===== src/rtl/if_fetch_unit_if.sv =====
// Instruction-memory fetch port.
//   imu_addr  : fetch address driven by the fetch unit
//   imu_dout  : instruction word for imu_addr, valid in the same cycle
//   imu_error : imu_addr lies outside the user/interrupt program regions
// master = fetch unit (initiator), slave = instruction memory unit.
interface if_fetch_unit_if;
  logic [15:0] imu_addr;
  logic [31:0] imu_dout;
  logic        imu_error;

  modport master (
    output imu_addr,
    input  imu_dout,
    input  imu_error
  );

  modport slave (
    input  imu_addr,
    output imu_dout,
    output imu_error
  );
endinterface


===== src/rtl/if_fetch_unit.sv =====
// Instruction-fetch unit of the RISC-V core.
// Holds the PC, presents it as the fetch address on the instruction memory
// port, and captures the returned word into the IF/ID register. It also
// handles branch redirects, interrupt entry/return, fetch-address faults and
// debug halt / single-step.
// Ports:
//   clk, rst              : clock, synchronous active-high reset
//   imu (master)          : imu_addr out, imu_dout / imu_error in
//   stall                 : decode not ready, hold PC and IF/ID
//   br_valid, br_target   : redirect request and address
//   mret                  : return from interrupt program
//   irq, irq_ack          : level interrupt request, one-cycle entry pulse
//   epc, in_handler       : saved return PC, interrupt program active
//   if_valid/if_pc/if_inst: IF/ID register towards decode
//   fetch_fault, fault_pc : sticky fault flag and faulting address
//   halt, step, halted    : debug halt request, single-step, halted status
module if_fetch_unit #(
  parameter logic [15:0] RESET_PC   = 16'h3000,
  parameter logic [15:0] IRQ_VECTOR = 16'hF000,
  parameter logic [31:0] NOP_INST   = 32'h00000013
) (
  input  logic                  clk,
  input  logic                  rst,
  if_fetch_unit_if.master       imu,
  input  logic                  stall,
  input  logic                  br_valid,
  input  logic [15:0]           br_target,
  input  logic                  mret,
  input  logic                  irq,
  output logic                  irq_ack,
  output logic [15:0]           epc,
  output logic                  in_handler,
  output logic                  if_valid,
  output logic [15:0]           if_pc,
  output logic [31:0]           if_inst,
  output logic                  fetch_fault,
  output logic [15:0]           fault_pc,
  input  logic                  halt,
  input  logic                  step,
  output logic                  halted
);

  typedef enum logic [1:0] {
    ST_RUN   = 2'd0,
    ST_HALT  = 2'd1,
    ST_FAULT = 2'd2
  } state_t;

  state_t      state;
  logic [15:0] pc;
  logic [15:0] pc_seq;

  assign imu.imu_addr = pc;
  // 16-bit add wraps naturally from FFFC to 0000.
  assign pc_seq = pc + 16'd4;

  always_ff @(posedge clk) begin
    if (rst) begin
      state       <= ST_RUN;
      pc          <= RESET_PC;
      if_valid    <= 1'b0;
      if_inst     <= NOP_INST;
      if_pc       <= 16'h0000;
      epc         <= 16'h0000;
      in_handler  <= 1'b0;
      irq_ack     <= 1'b0;
      fetch_fault <= 1'b0;
      fault_pc    <= 16'h0000;
      halted      <= 1'b0;
    end else begin
      irq_ack <= 1'b0;
      unique case (state)
        ST_RUN: begin
          // Control-flow events override stall: decode flushes on them.
          if (br_valid) begin
            pc       <= br_target;
            if_valid <= 1'b0;
            if_inst  <= NOP_INST;
          end else if (mret) begin
            pc         <= epc;
            in_handler <= 1'b0;
            if_valid   <= 1'b0;
            if_inst    <= NOP_INST;
          end else if (irq && !in_handler) begin
            epc        <= pc;
            pc         <= IRQ_VECTOR;
            in_handler <= 1'b1;
            irq_ack    <= 1'b1;
            if_valid   <= 1'b0;
            if_inst    <= NOP_INST;
          end else if (stall) begin
            // hold PC and IF/ID
          end else if (imu.imu_error) begin
            state       <= ST_FAULT;
            fetch_fault <= 1'b1;
            fault_pc    <= pc;
            if_valid    <= 1'b0;
            if_inst     <= NOP_INST;
          end else if (halt) begin
            state    <= ST_HALT;
            halted   <= 1'b1;
            if_valid <= 1'b0;
            if_inst  <= NOP_INST;
          end else begin
            if_inst  <= imu.imu_dout;
            if_pc    <= pc;
            if_valid <= 1'b1;
            pc       <= pc_seq;
          end
        end

        ST_HALT: begin
          // Redirects and interrupts are ignored while halted. Any cycle that
          // is not a single-step issues a bubble, so a stepped instruction is
          // visible to decode for exactly one cycle.
          if (!halt) begin
            state    <= ST_RUN;
            halted   <= 1'b0;
            if_valid <= 1'b0;
            if_inst  <= NOP_INST;
          end else if (step && !stall) begin
            if (imu.imu_error) begin
              state       <= ST_FAULT;
              halted      <= 1'b0;
              fetch_fault <= 1'b1;
              fault_pc    <= pc;
              if_valid    <= 1'b0;
              if_inst     <= NOP_INST;
            end else begin
              if_inst  <= imu.imu_dout;
              if_pc    <= pc;
              if_valid <= 1'b1;
              pc       <= pc_seq;
            end
          end else begin
            if_valid <= 1'b0;
            if_inst  <= NOP_INST;
          end
        end

        ST_FAULT: begin
          // PC frozen; only an interrupt can leave this state. The fault
          // flag stays set until reset so software can inspect it.
          if_valid <= 1'b0;
          if_inst  <= NOP_INST;
          if (irq && !in_handler) begin
            epc        <= fault_pc;
            pc         <= IRQ_VECTOR;
            in_handler <= 1'b1;
            irq_ack    <= 1'b1;
            state      <= ST_RUN;
          end
        end

        default: state <= ST_RUN;
      endcase
    end
  end

endmodule


===== src/flat_wrapper.sv =====
// flat-port wrapper written by rule: the top's interface ports become plain ports
module if_fetch_unit_flat 
#(
  parameter logic [15:0] RESET_PC   = 16'h3000,
  parameter logic [15:0] IRQ_VECTOR = 16'hF000,
  parameter logic [31:0] NOP_INST   = 32'h00000013
)
  (clk, rst, stall, br_valid, br_target, mret, irq, irq_ack, epc, in_handler, if_valid, if_pc, if_inst, fetch_fault, fault_pc, halt, step, halted, imu_imu_addr, imu_imu_dout, imu_imu_error);
  if_fetch_unit_if imu_i ();
  input  logic clk;
  input  logic rst;
  input  logic stall;
  input  logic br_valid;
  input  logic [15:0] br_target;
  input  logic mret;
  input  logic irq;
  output logic irq_ack;
  output logic [15:0] epc;
  output logic in_handler;
  output logic if_valid;
  output logic [15:0] if_pc;
  output logic [31:0] if_inst;
  output logic fetch_fault;
  output logic [15:0] fault_pc;
  input  logic halt;
  input  logic step;
  output logic halted;
  output wire logic [$bits(imu_i.imu_addr)-1:0] imu_imu_addr;
  input wire logic [$bits(imu_i.imu_dout)-1:0] imu_imu_dout;
  input wire logic [$bits(imu_i.imu_error)-1:0] imu_imu_error;
  assign imu_imu_addr = imu_i.imu_addr;
  assign imu_i.imu_dout = imu_imu_dout;
  assign imu_i.imu_error = imu_imu_error;
  if_fetch_unit #(.RESET_PC(RESET_PC), .IRQ_VECTOR(IRQ_VECTOR), .NOP_INST(NOP_INST)) u_core (.clk(clk), .rst(rst), .imu(imu_i), .stall(stall), .br_valid(br_valid), .br_target(br_target), .mret(mret), .irq(irq), .irq_ack(irq_ack), .epc(epc), .in_handler(in_handler), .if_valid(if_valid), .if_pc(if_pc), .if_inst(if_inst), .fetch_fault(fetch_fault), .fault_pc(fault_pc), .halt(halt), .step(step), .halted(halted));
endmodule

===== config.mk =====
export PLATFORM = sky130hd
export DESIGN_NAME = if_fetch_unit_flat
export DESIGN_NICKNAME = d
export VERILOG_FILES = /design/src/rtl/if_fetch_unit_if.sv /design/src/rtl/if_fetch_unit.sv /design/src/flat_wrapper.sv
export SDC_FILE = /design/constraint.sdc
export NUM_CORES = 1
export LEC_CHECK = 0
export CORE_MARGIN = 5
export CORE_UTILIZATION = 33
export CTS_CLUSTER_SIZE = 8
export DETAILED_ROUTE_END_ITERATION = 12
export PLACE_DENSITY = 0.65
export SETUP_SLACK_MARGIN = 0.5
export SYNTH_ARGS = -nofsm -noshare
export SYNTH_HDL_FRONTEND = slang
export SYNTH_SLANG_ARGS = --single-unit

===== constraint.sdc =====
create_clock -name clk -period 1.87 [get_ports clk]
set_input_delay 0.187 -clock clk [delete_from_list [all_inputs] [get_ports clk]]
set_output_delay 0.187 -clock clk [all_outputs]
set_load 0.03 [all_outputs]

; After elaboration in Yosys (flattened, before gate mapping)
; Cells that the tools add are included.
[word_totals]
ff_bits = 103
input_bits = 57
elab_cells = 139
[classes]
n_addsub = 1
eq_ne = 20
mux = 91
n_reduce_logical = 16
[ops]
columns = op, count
row1 = 2-to-1 mux 16 bit, 30
row2 = 2-to-1 mux 32 bit, 9
row3 = case mux 16 bit (2 select lines), 3
row4 = case mux 32 bit (3 select lines), 1
row5 = case mux 16 bit (3 select lines), 1
row6 = 2-to-1 mux 1 bit, 31
row7 = 2-to-1 mux 2 bit, 10
row8 = != test 2 bit (second input constant), 9
row9 = adder 16 x 3 -> 16 bit (second input constant), 1
row10 = AND reduction 8 bit, 2
row11 = != test 5 x 4 -> 1 bit (second input constant), 3
row12 = AND reduction 10 bit, 1
row13 = AND reduction 9 bit, 1
row14 = case mux 1 bit (2 select lines), 4
row15 = AND reduction 7 bit, 1
row16 = != test 2 x 1 -> 1 bit (second input constant), 3
row17 = != test 3 bit (second input constant), 2
row18 = case mux 2 bit (3 select lines), 1
row19 = AND reduction 5 bit, 1
row20 = AND reduction 2 bit, 2
row21 = nonzero test 2 bit, 2
row22 = != test 3 x 2 -> 1 bit (second input constant), 1
row23 = case mux 1 bit (3 select lines), 1
row24 = nonzero test 3 bit, 1
row25 = 5 further kinds, 7

; Logic depth before layout (Yosys ltp)
; Gate-level depths: netlist of run 1.
[logic_depth]
depth_word = 8
mapped_depth = 10
mapped_depth_nobuf = 7

; Worst setup path before layout of run 1
; Ideal clock, no wire load.
[synth_timing]
path_type = register -> register
startpoint = register u_core.state[0]
endpoint = register u_core.if_pc[3]
setup_ps = 128
arrival_ps = 1877
required_time_ps = 1742
slack_ps = -135
path_stages_with_launch = 10
path_buffers = 2
synth_period_minus_slack_ps = 2005
cell_sequence = dfxtp_1 > inv_1 > ha_1 > buf_2 > inv_1 > nand2_1 > a221oi_4 > buf_8 > mux2i_1 > nor2_1
[synth_between]
elab_chain_len = 3
elab_cells_between_ends = 14
cone_classes = eq/ne: 10 / mux: 1 / reduce/logical: 3
[synth_rtl]
columns = element, line
row1 = start: declaration, if_fetch_unit.sv:49  ; state_t state;
row2 = start signal: assignment, if_fetch_unit.sv:59  ; state <= ST_RUN;
row3 = start signal: assignment, if_fetch_unit.sv:94  ; state <= ST_FAULT;
row4 = start signal: assignment, if_fetch_unit.sv:100  ; state <= ST_HALT;
row5 = equality test 2 x 1 -> 1 bit / zero test 2 bit (equally long branches), if_fetch_unit.sv:72  ; unique case (state)
row6 = != test 2 bit (no source line) (tied with other cells), n/a
row7 = AND reduction 10 bit (no source line), n/a
row8 = end signal: assignment, if_fetch_unit.sv:106  ; if_pc <= pc;
row9 = end signal: assignment, if_fetch_unit.sv:131  ; if_pc <= pc;
row10 = end: declaration, if_fetch_unit.sv:34  ; output logic [15:0] if_pc,
; Several ways; a longest one is shown, not always the timed one.
; A chain may end at the register's enable or synchronous reset.

; Worst setup path after layout of run 1
[layout_timing]
startpoint = register u_core.state[0]
endpoint = register u_core.if_inst[30]
[layout_between]
elab_chain_len = 3
elab_cells_between_ends = 7
cone_classes = eq/ne: 3 / mux: 1 / reduce/logical: 3
[layout_rtl]
columns = element, line
row1 = zero test 2 bit (tied with other cells), if_fetch_unit.sv:72
row2 = != test 5 x 4 -> 1 bit (no source line) / nonzero test 3 bit (equally long branches), n/a
row3 = AND reduction 2 bit (no source line), n/a
row4 = end signal: assignment, if_fetch_unit.sv:105  ; if_inst <= imu.imu_dout;
row5 = end signal: assignment, if_fetch_unit.sv:130  ; if_inst <= imu.imu_dout;
row6 = end: declaration, if_fetch_unit.sv:35  ; output logic [31:0] if_inst,
; Several ways; a longest one is shown, not always the timed one.

==> metrics.txt, run 1 <==
Clock Skew=0.00515 ns; reg2reg start=u_core.state[0]; Warnings, synthesis=0; leading area contributor after synthesis=dfxtp_1; Die X=130 um; CP bufs+invs=4; Iter 0 DRT Violations=380; initial antenna violation count=0; final setup fails=0; Ports=between 150 and 200; critical path peak fanout=8; Mapped Cells=549; Syn Area/Cell=just under 9 sq um; fmax=538 MHz; starting density of the core=0.333; Row Count=between 40 and 50; worst reg2reg path depth=9; Worst Max-Slew Pin Slew=0.450 ns; worst reg2reg path endpoint=u_core.if_inst[30]; Nets=838; Peak VDD IR=between 0.0003 and 0.0004 V; worst hold path endpoint=u_core.fault_pc[15]; DIE HEIGHT=130 um; number of enable flip-flop cells after synthesis=0; detailed placement HPWL=around 12000 um; TritonRoute pass-1 iters=5; Clock transition at path regs=0.07 ns; worst skew pair latency=0.34 ns; CTS max path bufs=2; largest net degree at the start of global routing=34; Max-Cap Viols=0; Worst EP required=2.14 ns; Post-Synth Adder-Cell Area=0.0157; Critical Path AT=2.13 ns; R2R setup slack=0.01 ns; H-tree levels=3; P per Cell Area=804 nW/um^2; DR WL/cell=20.6 um; Seq cells post-synth=approximately 100; worst-path cell chain=inv_4 > ha_4 > buf_6 > nand4b_1 > a21oi_4 > buf_12 > clkbuf_16 > a22oi_2 > nor2_1; vias in the first global route=5166; # diodes=0; PortBufs=157; Vias/cell=about 5.5; area delta synth->final=82.5%; Area contributors post-synth=dfxtp_1 43%, mux2i_1 10%, nor2_1 8.2%; CP delay by family, top=buffers and inverters; Pleak=between 0.004 and 0.005 uW; Final Max Slew Viols=0; Tcrit/Tclk final=0.993; post-synthesis compound-gate area fraction=0.206; fin cells=964; Routability Congestion=0.914; number of clock sinks=103; Hold Path Class=input pin to flop; Hold Crit Start=rst; via count=5257; slowest library cell on the worst path=dfxtp_4; DP Area=7020 sq um; drt drc=0; Remaining Overflow, GRT=0; root buf cell=clkbuf_16; Power, Total=7030 uW; total global-route track usage=0.204; final hold violation count=0; cts hold-fix bufs=0; headroom to the max-slew limit=0.691; Post-Synth XOR/XNOR Area=0.00731; Core Region=14400 sq um; share of layout cells above drive strength 1=0.351; Mapped Nets=612; Worst setup EP type=flop; Yosys cell types=56; CP Class=flop to flop; ys flop type=dfxtp_1; Post-synth ARST share=0; Mapped Area=between 4000 and 5000 sq um; final setup TNS=0 ns; post-synthesis mux area share=0.102; Slowest Stage Delay on Critical Path=0.39 ns; status=completed; total wire length=between 15000 and 20000 um; Num CTS Buffers=9; Final Cell Area=8740 sq um; unrepaired setup endpoints after global routing=yes; sequential element share of the synthesized area=0.431; Synth Area in Simple Gates=0.177; dpl cells=901; share of the synthesized area in the top cell type=0.431; global-route wire length before repair=27500 um; DRT antenna net count=0; largest family of logic cells by synthesized area=compound AO/OA/AOI/OAI gates; CTS tree=yes; Hold Path Stages=2; Final min period=1.86 ns; Die ar.=between 15000 and 20000 sq um; Worst setup SP type=flop
## worst register-to-register path: stages (launching register included)
cell and delay (ns):
dfxtp_4 0.39, inv_4 0.06, ha_4 0.26, buf_6 0.12, nand4b_1 0.24, a21oi_4 0.19
buf_12 0.15, clkbuf_16 0.16, a22oi_2 0.06, nor2_1 0.15
## power by group
part	internal [uW]	switching, uW
logic	1260	1460
registers	2350	182
clock network	914	876
## final cells by class
type	count	area, sq um
inverter	13	61.3
clock buffer	10	229
multi-input combinational	384	3130
tap	184	230
fill	1150	5630
clock inverter	6	43.8
timing repair buffer	264	2950
sequential	103	2090
## how the worst max path moves through the flow
stage	end	from	depth (start not counted)
2_1_floorplan	u_core.imu.imu_addr[11]	u_core.state[1]	7
3_3_place_gp	u_core.imu.imu_addr[1]	halt	7
3_5_place_dp	u_core.imu.imu_addr[14]	halt	7
4_1_cts	u_core.imu.imu_addr[1]	u_core.state[1]	7
5_1_grt	u_core.if_inst[30]	u_core.state[0]	9
6_report	u_core.if_inst[30]	u_core.state[0]	9
## cells by family (layout without fill, tap and decap cells)
logic type | Yosys count | in the layout
simple gates | 184 | 184
compound gates | 141 | 141
flops | 103 | 103
buf+inv | 62 | 293
mux | 49 | 49
fa+ha+maj | 6 | 6
xor+xnor | 4 | 4
## metrics by stage
stage | utilization | hold WS, ns | setup slack [ns]
5_1_grt | 0.608 | 0.244 | -0.0626
4_1_cts | 0.535 | 0.230 | 0.0503
6_report | 0.608 | 0.238 | 0.0130
3_3_place_gp | 0.489 | 0.455 | -0.236
3_5_place_dp | 0.489 | 0.464 | -0.319
2_1_floorplan | - | 0.335 | 0.0733
## cell usage after synthesis, types with 6 or more instances
cell type	count
inv_1	13
ha_1	6
a211oi_1	23
nand3_1	8
buf_2	15
dfxtp_1	103
o21ai_0	19
nor3_1	10
a21oi_1	35
nand3b_1	6
nand2_1	26
a22oi_1	29
mux2i_1	49
nor2_1	105
clkbuf_1	27
## timing repair
action,4_1_cts,5_1_grt
cloned,3,7
hold endpoints to repair,0,0
setup buffers,18,19
endpoints found under the setup margin,204,195
pin swaps,11,70
gates resized for setup,88,219
## cell usage in the layout, fill, tap and decap left out, types with 9 or more instances in the layout
cell type        synthesis  layout
nor2_1                 105     101
dlymetal6s2s_1           0      91
dfxtp_1                103      89
buf_4                    3      64
clkdlybuf4s50_1          0      52
mux2i_1                 49      47
a22oi_2                  0      29
buf_6                    2      25
a21oi_1                 35      21
nand2_1                 26      19
clkbuf_16                0      15
a211oi_2                 0      14
a21oi_2                  1      13
o21ai_2                  0      10
buf_12                   0      10
dfxtp_2                  0       9
## registers in the layout, indices dropped and copies added (netlist names)
| name | count |
|---|---|
| u_core.epc | 16 |
| u_core.fault_pc | 16 |
| u_core.if_inst | 32 |
| u_core.halted | 1 |
| u_core.if_pc | 16 |
| u_core.fetch_fault | 1 |
| u_core.irq_ack | 1 |
| u_core.imu.imu_addr | 16 |
| u_core.if_valid | 1 |
| u_core.state | 2 |
| u_core.in_handler | 1 |
## layer usage
metal  part of all wire  GRT usage  vias to the layer above
met5                  0          0                        -
met4              0.027     0.0799                        0
met3              0.077     0.0520                       51
met2               0.50      0.321                      246
met1               0.40      0.268                     2537
li1                   -          -                     2423
Note: power is estimated with default switching activity, not from simulation.
==> run 2: changes to the inputs <==
Settings changed: CTS_BUF_LIST from default to sky130_fd_sc_hd__clkbuf_8 sky130_fd_sc_hd__clkbuf_16, REMOVE_ABC_BUFFERS from default to 1.
==> run 2 against run 1 <==
  * The flow now finishes with violations (negative setup slack)
  * Sequential share of layout area rose by 0.23 points
  * Sequential power barely moved
  * Die area did not move
  * Wire length fell by 3.3%
  * Combinational power rose by 3%
  * Hold slack got worse by 0.0095 ns
  * Design area fell by 1.5%
  * Worst setup slack got worse by 0.057 ns
  * Clock skew rose by 0.0052 ns
  * Critical endpoint is now u_core.imu.imu_addr[0]
  * Largest cell class unchanged
==> metrics.txt, run 2 (same netlist as run 1, synthesis figures left out) <==
detailed placement HPWL=11700 um (-3.3%); Power, Total=7250 uW (+3.1%); Max-Cap Viols=0 (unchanged); final hold violation count=0 (unchanged); unrepaired setup endpoints after global routing=yes; CTS tree=yes; via count=5310 (+1.0%); worst reg2reg path endpoint=u_core.imu.imu_addr[0]; Die ar.=17000 sq um (unchanged); clock share of power=0.269 (+0.014); P per Cell Area=842 nW/um^2 (+4.7%); fmax=522 MHz (-3.0%); PortBufs=157 (unchanged); CP Capture Point=u_core.imu.imu_addr[0]; root buf cell=clkbuf_16; global-route wire length before repair=27700 um (+0.60%); Core Region=14400 sq um (unchanged); DIE HEIGHT=130 um (unchanged); total global-route track usage=0.206 (+0.00247); initial antenna violation count=0 (unchanged); largest net degree at the start of global routing=37 (+8.8%); DRT antenna net count=0 (unchanged); Vias/cell=5.38 (-1.3%); sw frac=0.348 (-0.0104); Remaining Overflow, GRT=0 (unchanged); final setup margin=-0.0441 ns (-0.0571 ns); Pint=4730 uW (+4.8%); Routability Congestion=0.898 (-1.7%); Clock Skew=0.0103 ns (+0.00516 ns); status=finished, violations left; headroom to the max-slew limit=0.725 (+0.0339); starting density of the core=0.333 (unchanged); Worst path most repeated cell=buf_6; Ports=158 (unchanged); Num CTS Buffers=9 (unchanged); TritonRoute pass-1 iters=5 (unchanged); H-tree levels=3 (unchanged); most common cell after layout, fill and taps aside=nor2_1; total wire length=19200 um (-3.3%); slowest library cell on the worst path=dfxtp_2; number of clock sinks=103 (unchanged); largest register by flop count=u_core.if_inst; Worst EP required=2.17 ns (+0.03 ns); final setup TNS=-0.181 ns (-0.181 ns); drt drc=0 (unchanged); Final min period=1.91 ns (+0.0571 ns); failing checks=negative setup slack; Peak VDD IR=0.000494 V (+25%); reg2reg start=u_core.state[1]; critical path peak fanout=4 (-4); Worst setup SP type=flop; worst skew pair latency=0.36 ns (+0.02 ns); final setup fails=13 (+13); Pleak=0.00347 uW (-24%); Final Max Slew Viols=0 (unchanged); Row Count=44 (unchanged); R2R setup slack=-0.04 ns (-0.06 ns); CP Class=flop to flop; # diodes=0 (unchanged); worst-path cell chain=inv_4 > ha_4 > buf_6 > a221oi_4 > buf_6 > o2111ai_4 > or3_4 > a21oi_2; CTS max path bufs=2 (unchanged); NetSw=2520 uW (+0.13%); Clock transition at path regs=0.08 ns (about the same); share of layout cells above drive strength 1=0.380 (+0.0285); Gate power share=0.387 (about the same); Critical Path AT=2.22 ns (+0.09 ns); commonest non-fill, non-tap cells in the layout=96 x nor2_1, 90 x dfxtp_1, 70 x buf_4, 63 x dlygate4sd2_1, 53 x clkdlybuf4s50_1; area delta synth->final=79.8%; Worst Max-Slew Pin Slew=0.412 ns (-0.0380 ns); CP Launch Point=u_core.state[1]; final-layout fill cell count=1148 (-0.17%); Hold Crit Start=rst; Hold Path Class=input pin to flop; Nets=861 (+2.7%); Tcrit/Tclk final=1.02 (+0.0305); Largest register FFs=32 (unchanged); Slowest Stage Delay on Critical Path=0.35 ns (-0.04 ns); Iter 0 DRT Violations=422 (+11%); DR WL/cell=19.5 um (-5.6%); worst reg2reg path depth=8 (-1); Worst setup EP type=flop; Flop pwr share=0.345 (-0.014); Die X=130 um (unchanged); vias in the first global route=5155 (-0.21%)
-- run 2: changes by cell type in the layout (fill, tap and decap cells not counted), moves of 5 or more --
cell             previous run  this run
buf_4                      64        70
buf_6                      25        42
clkbuf_16                  15        10
clkbuf_2                    4         9
clkdlybuf4s15_1             0        16
dlygate4sd2_1               1        63
dlymetal6s2s_1             91         0
nor2_1                    101        96
o21ai_1                     2         7
-- run 2: worst min-delay path by stage --
stage                                   endpoint  slack, ns  cells past startpoint
after floorplan           u_core.imu.imu_addr[0]       0.26                      1
after global placement         u_core.if_inst[1]       0.45                      2
after detailed placement       u_core.if_inst[1]       0.46                      2
after CTS                     u_core.if_inst[18]       0.23                      2
after global routing          u_core.if_inst[18]       0.26                      2
final                          u_core.if_inst[5]       0.23                      2
-- run 2: power groups by stage --
stage	registers [uW]	clock network, uW	logic [uW]
2_1_floorplan	2780	0	690
3_3_place_gp	2510	0	1920
3_5_place_dp	2520	0	1950
4_1_cts	2480	1970	2340
5_1_grt	2520	2060	2950
6_report	2500	1950	2800
-- run 2: cell type report --
cell class | count | area (sq um) | area share
Clock buffer | 9 | 225 | 0.0262
Clock inverter | 7 | 73.8 | 0.00857
Inverter | 13 | 61.3 | 0.00712
Multi-Input combinational cell | 385 | 3140 | 0.364
Sequential cell | 103 | 2080 | 0.242
Tap cell | 184 | 230 | 0.0267
Timing Repair Buffer | 286 | 2800 | 0.325
-- run 2: routing by layer --
metal / up-vias / wire, um / track usage
li1: 2468 / - / -
met1: 2608 / 7920 / 0.266
met2: 196 / 9710 / 0.338
met3: 38 / 1050 / 0.0500
met4: 0 / 530 / 0.0696
met5: - / 0 / 0
-- run 2: stage by stage --
| step | cell area, sq um | util | hold WS (ns) | instances | setup slack (ns) |
|---|---|---|---|---|---|
| 4_1_cts | 8020 | 0.558 | 0.229 | 962 | 0.0872 |
| 2_1_floorplan | 4550 | - | 0.256 | 500 | -1.45 |
| 3_3_place_gp | 6970 | 0.485 | 0.455 | 916 | -0.229 |
| 6_report | 8610 | 0.599 | 0.228 | 987 | -0.0441 |
| 3_5_place_dp | 6970 | 0.485 | 0.457 | 916 | -0.281 |
| 5_1_grt | 8610 | 0.599 | 0.258 | 987 | -0.116 |
-- run 2: repair_timing --
item,in CTS,in global routing
cloned,7,2
pin swaps,43,64
setup endpoints to repair,204,129
hold buffers,0,0
buffers inserted,23,23
endpoints found under the hold margin,0,0
gates resized for setup,288,129
-- run 2: critical path, delay by kind of cell (launching register included) --
family | cells | cell delay (ns)
AO/OA/AOI/OAI | 3 | 0.60
adder cells (fa/ha/maj) | 1 | 0.18
buffers and inverters | 3 | 0.37
flip-flops | 1 | 0.35
AND/OR/NAND/NOR | 1 | 0.35
==> run 3: changes to the inputs <==
Settings changed: PLACE_DENSITY 0.65 to 0.63.
Clock period 1.87 ns to 2.3 ns, I/O delays scaled along.
==> run 3 against run 2 <==
  * The run now ends clean
  * Wire length decreased by 13%
  * Via count shrank 8.4%
  * Clock-buffer cell count rose by 1
  * Flip-flop and latch count did not move
  * Clock power shrank 28%
  * Critical path depth did not move
  * Hold slack gained 0.080 ns
  * Maximum frequency rose by 1.9%
  * Sequential power decreased by 18%
  * Largest power group is now registers
==> metrics.txt, run 3 (same netlist as run 1, synthesis figures left out) <==
most common cell after layout, fill and taps aside=clkdlybuf4s50_1; P per Cell Area=683 nW/um^2 (-19%); R2R setup slack=0.42 ns (+0.47 ns); TritonRoute pass-1 iters=5 (unchanged); number of clock sinks=103 (unchanged); Nets=792 (-8.0%); reg2reg start=u_core.state[0]; root buf cell=clkbuf_16; final setup margin=0.421 ns (+0.465 ns); Die ar.=17000 sq um (unchanged); Vias/cell=5.30 (-1.4%); Max-Cap Viols=0 (unchanged); starting density of the core=0.333 (unchanged); Worst EP required=2.56 ns (+0.39 ns); share of layout cells above drive strength 1=0.169 (-0.211); Remaining Overflow, GRT=0 (unchanged); final-layout fill cell count=1313 (+14%); final setup fails=0 (-13); CP Class=flop to flop; Final min period=1.88 ns (-0.0355 ns); DRT antenna net count=0 (unchanged); Post-Route Utilization=0.523 (-0.0760); drt drc=0 (unchanged); Clock Skew=0.00686 ns (-0.00345 ns); DIE HEIGHT=130 um (unchanged); critical path peak fanout=4 (unchanged); CTS max path bufs=2 (unchanged); initial antenna violation count=0 (unchanged); worst reg2reg path depth=8 (unchanged); vias in the first global route=4644 (-9.9%); via count=4862 (-8.4%); worst skew pair latency=0.35 ns (about the same); total global-route track usage=0.185 (-0.0211); Peak VDD IR=0.000372 V (-25%); Critical Path AT=2.13 ns (-0.09 ns); Largest register FFs=32 (unchanged); detailed placement HPWL=11000 um (-6.1%); Core Region=14400 sq um (unchanged); Worst setup SP type=flop; Place WS=0.0703 ns (+0.351 ns); fmax=532 MHz (+1.9%); commonest non-fill, non-tap cells in the layout=137 x clkdlybuf4s50_1, 104 x nor2_1, 99 x dfxtp_1, 49 x mux2i_1, 36 x buf_4; Worst setup EP type=flop; Tcrit/Tclk final=0.817 (-0.207); DR WL/cell=18.2 um (-6.7%); total wire length=16700 um (-13%); CP Launch Point=u_core.state[0]; headroom to the max-slew limit=0.618 (-0.107); largest register by flop count=u_core.if_inst; Iter 0 DRT Violations=264 (-37%); Ports=158 (unchanged); Row Count=44 (unchanged); area delta synth->final=57.0%; status=completed; worst reg2reg path endpoint=u_core.state[1]; PortBufs=157 (unchanged); Final Max Slew Viols=0 (unchanged); unrepaired setup endpoints after global routing=yes; Hold Path Class=input pin to flop; cts hold-fix bufs=0 (unchanged); final hold violation count=0 (unchanged); CP Capture Point=u_core.state[1]; fin cells=917 (-7.1%); Routability Congestion=0.868 (-3.3%); Die X=130 um (unchanged); # diodes=0 (unchanged); Worst Max-Slew Pin Slew=0.573 ns (+0.161 ns); Num CTS Buffers=9 (unchanged); H-tree levels=3 (unchanged); CTS tree=yes; Clock transition at path regs=0.07 ns (about the same); dpl cells=870 (-5.0%); Pleak=0.00276 uW (-21%); hold slack=0.308 ns (+0.0798 ns); largest net degree at the start of global routing=52 (+41%); global-route wire length before repair=24700 um (-11%)
-- run 3: cell types whose count changed in the layout (fill, tap and decap cells not counted), sizes merged --
| cell | change |
|---|---|
| buf | -77 |
| clkbuf | -6 |
| dlymetal6s2s | +7 |
| bufinv | -1 |
| clkdlybuf4s50 | +84 |
| clkdlybuf4s15 | -24 |
| dlygate4sd2 | -51 |
| and2 | -1 |
| inv | +2 |
| clkinv | -1 |
| clkinvlp | -2 |
-- run 3: area by class of cell --
| class | count | area (sq um) | share of cell area |
|---|---|---|---|
| Sequential cell | 103 | 2070 | 0.275 |
| Clock buffer | 10 | 239 | 0.0318 |
| Inverter | 13 | 56.3 | 0.00749 |
| Tap cell | 184 | 230 | 0.0306 |
| Clock inverter | 5 | 20.0 | 0.00266 |
| Multi-Input combinational cell | 384 | 2630 | 0.350 |
| Timing Repair Buffer | 218 | 2270 | 0.302 |
-- run 3: critical path, stage by stage (launching register included) --
cell	delay (ns)
dfxtp_4	0.39
inv_4	0.05
ha_4	0.18
o31a_1	0.14
buf_6	0.14
a31oi_2	0.24
o211ai_1	0.23
buf_4	0.19
a211oi_1	0.23
-- run 3: through the flow --
step	total power, uW	cell area, sq um	setup TNS (ns)
6_report	5140	7520	0
5_1_grt	5400	7520	0
4_1_cts	5010	7150	0
3_5_place_dp	3490	6650	0
3_3_place_gp	3460	6650	0
2_1_floorplan	2820	4550	-36.17
-- run 3: worst min path at each step --
stage	startpoint	endpoint	slack (ns)	cells past startpoint
after detailed placement	u_core.fetch_fault	u_core.fetch_fault	0.47	2
final	irq	u_core.in_handler	0.31	3
after global placement	u_core.if_inst[1]	u_core.if_inst[1]	0.45	2
after floorplan	rst	u_core.imu.imu_addr[0]	0.30	1
after CTS	rst	u_core.fault_pc[10]	0.34	2
after global routing	irq	u_core.in_handler	0.31	3
-- run 3: routing by layer --
metal,GRT usage,vias up,wire length [um]
li1,-,2321,-
met1,0.232,2361,6990
met2,0.309,150,8260
met3,0.0476,30,1040
met4,0.0659,0,358
met5,0,-,0
-- run 3: repair_timing --
item | in CTS | in global routing
setup endpoints to repair | 97 | 84
cloned | 3 | 3
pin swaps | 7 | 26
buffers inserted | 12 | 14
resized for setup | 41 | 58
-- run 3: power breakdown --
group	internal, uW	switching (uW)
clock	741	660
combinational	783	909
sequential	1900	146
total	3420	1710
